$ cat config.mk
export PLATFORM = sky130hd
export DESIGN_NAME = instr_fetch
export DESIGN_NICKNAME = d
export VERILOG_FILES = /design/src/rtl/proc_pkg.sv /design/src/rtl/fetch_pc.sv /design/src/rtl/instr_fetch.sv
export SDC_FILE = /design/constraint.sdc
export NUM_CORES = 1
export LEC_CHECK = 0
export CAP_MARGIN = 15
export CORE_ASPECT_RATIO = 0.75
export CORE_MARGIN = 2
export CORE_UTILIZATION = 30
export CTS_BUF_LIST = sky130_fd_sc_hd__clkbuf_2
export CTS_CLUSTER_DIAMETER = 50
export DETAILED_ROUTE_END_ITERATION = 16
export GPL_TIMING_DRIVEN = 0
export PLACE_DENSITY_LB_ADDON = 0.25
export SETUP_SLACK_MARGIN = 0.4
export SLEW_MARGIN = 20
export SYNTH_ARGS = -nofsm -noshare
export SYNTH_HDL_FRONTEND = slang
export SYNTH_HIERARCHICAL = 1
export SYNTH_SLANG_ARGS = --single-unit
$ cat constraint.sdc
create_clock -name CLK -period 1.62 [get_ports CLK]
set_input_delay 0.162 -clock CLK [delete_from_list [all_inputs] [get_ports CLK]]
set_output_delay 0.162 -clock CLK [all_outputs]
set_load 0.005 [all_outputs]
$ cat src/rtl/proc_pkg.sv
// Shared processor definitions: instruction field layout, opcode constants and
// the fetch-stage state encoding.
package proc_pkg;

    localparam int unsigned InstrW   = 16;
    localparam int unsigned OpcodeW  = 5;
    localparam int unsigned FunctW   = 4;
    localparam int unsigned RegIdxW  = 3;

    localparam int unsigned OpcodeLsb = 11;
    localparam int unsigned RsLsb     = 8;
    localparam int unsigned RtLsb     = 5;
    localparam int unsigned FunctLsb  = 1;

    localparam logic [OpcodeW-1:0] OpHalt = 5'b11111;

    typedef enum logic [2:0] {
        StIdle,
        StReq,
        StValid,
        StFlush,
        StHalt
    } fetch_state_e;

    function automatic logic [OpcodeW-1:0] get_opcode(input logic [InstrW-1:0] ins);
        return ins[OpcodeLsb +: OpcodeW];
    endfunction

endpackage

$ cat src/rtl/fetch_pc.sv
// Fetch program counter: synchronous load or wrap-around increment, async reset
// to the reset vector.
module fetch_pc #(
    parameter int unsigned         ADDR_W   = 8,
    parameter logic [ADDR_W-1:0]   RESET_PC = '0
) (
    input  logic              clk_i,
    input  logic              rst_ni,
    input  logic              load_i,
    input  logic [ADDR_W-1:0] target_i,
    input  logic              inc_i,
    output logic [ADDR_W-1:0] pc_o
);

    logic [ADDR_W-1:0] pc_d, pc_q;

    always_comb begin
        pc_d = pc_q;
        if (load_i) begin
            pc_d = target_i;
        end else if (inc_i) begin
            pc_d = pc_q + ADDR_W'(1);
        end
    end

    always_ff @(posedge clk_i or negedge rst_ni) begin
        if (!rst_ni) begin
            pc_q <= RESET_PC;
        end else begin
            pc_q <= pc_d;
        end
    end

    assign pc_o = pc_q;

endmodule

$ cat src/rtl/instr_fetch.sv
// Instruction fetch stage: drives instruction memory over req/ack, registers the
// returned word and presents it with decoded fields until the consumer takes it.
module instr_fetch
    import proc_pkg::*;
#(
    parameter int unsigned       ADDR_W   = 8,
    parameter int unsigned       INSTR_W  = 16,
    parameter logic [ADDR_W-1:0] RESET_PC = '0
) (
    input  logic                CLK,
    input  logic                RST_N,
    output logic                imem_req,
    output logic [ADDR_W-1:0]   imem_addr,
    input  logic [INSTR_W-1:0]  imem_rdata,
    input  logic                imem_ack,
    input  logic                stall,
    input  logic                branch_valid,
    input  logic [ADDR_W-1:0]   branch_target,
    output logic                instr_valid,
    output logic [INSTR_W-1:0]  instr,
    output logic [OpcodeW-1:0]  opcode,
    output logic [RegIdxW-1:0]  rs,
    output logic [RegIdxW-1:0]  rt,
    output logic [FunctW-1:0]   funct,
    output logic [ADDR_W-1:0]   pc,
    output logic                halted
);

    fetch_state_e       state_d, state_q;
    logic [ADDR_W-1:0]  tgt_d, tgt_q;
    logic [ADDR_W-1:0]  pc_d, pc_q;
    logic [INSTR_W-1:0] instr_d, instr_q;
    logic               req_d, req_q;
    logic               valid_d, valid_q;
    logic               halted_d, halted_q;

    logic              pc_load;
    logic              pc_inc;
    logic [ADDR_W-1:0] pc_load_val;
    logic [ADDR_W-1:0] fetch_addr;
    logic              capture;
    logic              drop_req;
    logic              ack_eff;

    fetch_pc #(
        .ADDR_W   (ADDR_W),
        .RESET_PC (RESET_PC)
    ) u_fetch_pc (
        .clk_i    (CLK),
        .rst_ni   (RST_N),
        .load_i   (pc_load),
        .target_i (pc_load_val),
        .inc_i    (pc_inc),
        .pc_o     (fetch_addr)
    );

    // An ack only counts while a request is actually on the bus.
    assign ack_eff = imem_ack && req_q;

    always_comb begin
        state_d     = state_q;
        tgt_d       = tgt_q;
        pc_load     = 1'b0;
        pc_inc      = 1'b0;
        pc_load_val = branch_target;
        capture     = 1'b0;
        drop_req    = 1'b0;

        case (state_q)
            StIdle: begin
                pc_load = branch_valid;
                state_d = StReq;
            end
            StReq: begin
                if (branch_valid) begin
                    if (ack_eff) begin
                        // Returned word is stale; idle the bus one cycle before the new address.
                        pc_load  = 1'b1;
                        drop_req = 1'b1;
                    end else if (req_q) begin
                        tgt_d   = branch_target;
                        state_d = StFlush;
                    end else begin
                        pc_load = 1'b1;
                    end
                end else if (ack_eff) begin
                    capture = 1'b1;
                    state_d = StValid;
                end
            end
            StValid: begin
                if (branch_valid) begin
                    pc_load = 1'b1;
                    state_d = StReq;
                end else if (!stall) begin
                    if (get_opcode(instr_q) == OpHalt) begin
                        state_d = StHalt;
                    end else begin
                        pc_inc  = 1'b1;
                        state_d = StReq;
                    end
                end
            end
            StFlush: begin
                if (ack_eff) begin
                    pc_load     = 1'b1;
                    pc_load_val = branch_valid ? branch_target : tgt_q;
                    state_d     = StReq;
                end else if (branch_valid) begin
                    tgt_d = branch_target;
                end
            end
            StHalt: begin
                if (branch_valid) begin
                    pc_load = 1'b1;
                    state_d = StReq;
                end
            end
            default: state_d = StIdle;
        endcase
    end

    always_comb begin
        req_d    = ((state_d == StReq) || (state_d == StFlush)) && !drop_req;
        valid_d  = (state_d == StValid);
        halted_d = (state_d == StHalt);
        instr_d  = capture ? imem_rdata : instr_q;
        pc_d     = capture ? fetch_addr : pc_q;
    end

    always_ff @(posedge CLK or negedge RST_N) begin
        if (!RST_N) begin
            state_q  <= StIdle;
            tgt_q    <= RESET_PC;
            pc_q     <= RESET_PC;
            instr_q  <= '0;
            req_q    <= 1'b0;
            valid_q  <= 1'b0;
            halted_q <= 1'b0;
        end else begin
            state_q  <= state_d;
            tgt_q    <= tgt_d;
            pc_q     <= pc_d;
            instr_q  <= instr_d;
            req_q    <= req_d;
            valid_q  <= valid_d;
            halted_q <= halted_d;
        end
    end

    assign imem_req    = req_q;
    assign imem_addr   = fetch_addr;
    assign instr_valid = valid_q;
    assign instr       = instr_q;
    assign pc          = pc_q;
    assign halted      = halted_q;
    assign opcode      = instr_q[OpcodeLsb +: OpcodeW];
    assign rs          = instr_q[RsLsb +: RegIdxW];
    assign rt          = instr_q[RtLsb +: RegIdxW];
    assign funct       = instr_q[FunctLsb +: FunctW];

endmodule

==> impl_metrics.py <==
metrics = {
    "floorplan": {
        "rows": 27,
        "die_h_um": 78.98,
        "core_area_mm2": 0.007297,
        "io_pins": 79,
        "dieArea_mm2": 0.008211,
        "die_x_um": 104.0,
        "start_util": 0.3081,
    },
    "detailed_routing": {
        "routed.top_layer": "met4",
        "routedWlPerCell_um": 14.82,
        "wirelength_um": 6416,
        "route.vias.total": 1947,
        "dr_wl_met3_um": 298,
        "drc_errors": 0,
        "drt-met1-wl_um": 3154,
        "first_pass_iters": 4,
        "vias_per_cell": 4.497,
        "drtAntennaViolNets": 0,
        "drt-initial-drc-count": 80,
        "wl_met2_um": 2940,
    },
    "synth": {
        "synth_cells": 186,
        "synthDistinctLibCells": 35,
        "avgSynthCellArea_um2": 12.09,
        "ys_seq_area_frac": 0.5120,
        "syn_area_mm2": 0.002248,
        "ys.warnings.count": 6,
        "synth_edf_count": 0,
        "syn_nets": 216,
        "ys_seq_elements": 46,
        "synthFlopType": "dfrtp_1",
        "synthArstFlopShare": 1.000,
    },
    "layout": {
        "fin_nets": 361,
        "drive_gt1_frac": 0.6386,
        "area_growth_syn_to_layout_pct": 82.80,
        "final_cell_mix": "buf_6 (67), dfrtp_1 (38), buf_4 (28), clkdlybuf4s50_1 (28), mux2_4 (25)",
        "instances_no_fill": 433,
        "layout_commonest_cell": "buf_6",
        "diodes": 0,
        "fill_cells": 611,
        "finalInstanceArea_mm2": 0.004110,
    },
    "setup_path": {
        "crit_path_end_kind": "flip-flop",
        "reg2reg_depth": 7,
        "worstPathRequired_ps": 2000,
        "r2r-end": "u_fetch_pc/pc_o[7]",
        "cp_max_fo": 10,
        "critPathArrivalTime_ps": 2180,
        "crit_path_start_kind": "flip-flop",
        "crit_chain": "buf_2 -> a21oi_1 -> o21ai_1 -> nand2_1 -> buf_8 -> or4_1 -> nand3_1",
        "worstReg2RegStart": "state_q[1]",
        "r2r_slack_ps": -180,
        "critical_path.top_delay_family": "simple AND/OR/NAND/NOR gates",
        "slowest_stage": "or4_1",
        "path_buf_inv": 2,
        "worstSetupPathType": "reg -> reg",
        "max_stage_delay_ps": 520,
    },
    "timing": {
        "setup_ws_ps": -177.4,
        "setup_viol": 36,
        "min_period_over_period": 1.109,
        "hold_violations": 0,
        "max_freq_mhz": 556.4,
        "hold_slack_ps": 127.6,
        "setup_tns_ps": -3336,
        "finClkSkew_ps": 22.66,
        "worst_pin_slew_ps": 511.2,
        "maxSlewHeadroom": 0.6592,
        "rsz0062_at_grt": "yes",
        "min_period_ps": 1797,
        "drv_slew": 0,
    },
    "clocking": {
        "clkTransAtPathRegs_ps": 270,
        "clockBufferDepth": 2,
        "cts-buffers-inserted": 5,
        "root_buffer": "clkbuf_2",
        "cts_tree": "built",
        "tritoncts_num_sinks": 46,
        "clkLatencyLatePin_ps": 440,
        "cts_max_level": 2,
    },
    "grt": {
        "grt_usage": 0.1540,
        "grt_pass1_wl_um": 10010,
        "grt_pass1_vias": 1933,
        "grt-ovfl-total": 0,
        "grt_max_degree": 28,
        "antenna_found_initial": 0,
    },
    "placed_design": {
        "gp_congestion": 0.8319,
        "dp.cells": 365,
        "dp_hpwl_um": 3663,
        "place.port_buffers": 77,
        "place_area_mm2": 0.003232,
        "place_ws_ps": -418.5,
    },
    "run_status": {
        "failed_checks": "negative setup slack",
        "outcome": "finished, violations left",
    },
    "pwr": {
        "p_per_area_mw_per_mm2": 1728,
        "cellLeakagePower_nw": 1.927,
        "vdd_drop_max_v": 0.0006503,
    },
    "worst_hold_path": {
        "holdPathEnd": "state_q[2]",
        "min_path_cells": 3,
        "hold_start": "branch_valid",
        "hold_class": "in -> reg",
    },
    "flow_run": {
        "maxCapViolations": 0,
    },
}
==> power breakdown <==
group / leakage [nW] / switching, mW / internal (mW)
clock network: 0.0433 / 0.409 / 0.265
registers: 0.546 / 0.391 / 1.68
logic: 1.34 / 1.45 / 2.90
total: 1.93 / 2.25 / 4.85
==> worst reg2reg max path, cell delays in order, from the launching register on <==
cell and delay (ps):
dfrtp_2 430, buf_2 220, a21oi_1 90, o21ai_1 160, nand2_1 100, buf_8 140
or4_1 520, nand3_1 100
==> layout make-up <==
cell class	count	area, um2	area share
Buffer	23	249.0	0.06058
Clock buffer	5	25.02	0.006088
Clock inverter	3	43.79	0.01065
Inverter	2	10.01	0.002435
Multi-Input combinational cell	115	1146	0.2788
Sequential cell	46	1161	0.2825
Tap cell	101	126.4	0.03075
Timing Repair Buffer	138	1349	0.3282
==> cells by family after synthesis <==
family	synth area share
AO/OA/AOI/OAI	0.05954
XOR/XNOR	0.01558
adder cells (fa/ha/maj)	0.005564
buffers and inverters	0.07346
flip-flops	0.5120
multiplexers	0.2048
AND/OR/NAND/NOR	0.1291
==> per-stage QoR <==
stage               power [mW]    util
global placement         4.950  0.4408
floorplan                3.459       -
global route             7.534  0.5633
finish                   7.102  0.5633
CTS                      6.702  0.5352
detailed placement       5.009  0.4429
==> state kept, by name (all words and copies together), names as in the netlist <==
name / count
halted: 1
imem_req: 1
instr: 16
instr_valid: 1
pc: 8
state_q: 3
tgt_q: 8
u_fetch_pc/pc_o: 8
==> layer usage <==
| metal | track usage | vias to the layer above |
|---|---|---|
| li1 | - | 943 |
| met1 | 0.2174 | 938 |
| met2 | 0.2382 | 62 |
| met3 | 0.03859 | 4 |
| met4 | 0.03649 | 0 |
| met5 | 0 | - |
==> Yosys cell counts (2+ instances only) <==
library cell / count / area share
dfrtp_1: 46 / 0.51
mux2_2: 40 / 0.20
buf_4: 19 / 0.063
nand2_1: 14 / 0.023
o21ai_0: 9 / 0.020
nand3_1: 6 / 0.013
clkbuf_1: 4 / 0.0067
nor2_1: 4 / 0.0067
nor2b_1: 4 / 0.011
nor3_1: 3 / 0.0067
or4_1: 3 / 0.010
xor2_1: 3 / 0.012
a21boi_0: 2 / 0.0067
a21oi_1: 2 / 0.0045
a22oi_1: 2 / 0.0067
a31oi_1: 2 / 0.0056
inv_1: 2 / 0.0033
nand2b_1: 2 / 0.0056
nand4_1: 2 / 0.0056
o21ai_1: 2 / 0.0045
==> worst max-delay path by stage <==
stage / start / endpoint / slack [ps] / cells past startpoint
final: state_q[1] / u_fetch_pc/pc_o[7] / -180 / 7
after global routing: state_q[0] / u_fetch_pc/pc_o[7] / -280 / 7
after CTS: instr[12] / u_fetch_pc/pc_o[7] / -160 / 8
after detailed placement: imem_ack / u_fetch_pc/pc_o[7] / -420 / 7
after global placement: RST_N / instr[7] / -1060 / 1
after floorplan: instr[11] / u_fetch_pc/pc_o[5] / -80 / 8
==> what timing repair did <==
action / CTS / global route
buffers inserted: 45 / 10
endpoints found under the setup margin: 94 / 92
endpoints found under the hold margin: 20 / 0
gates cloned: 2 / 0
hold buffers: 3 / 0
pin swaps: 17 / 8
gates resized for setup: 271 / 37
(Power assumes the default switching activity.)
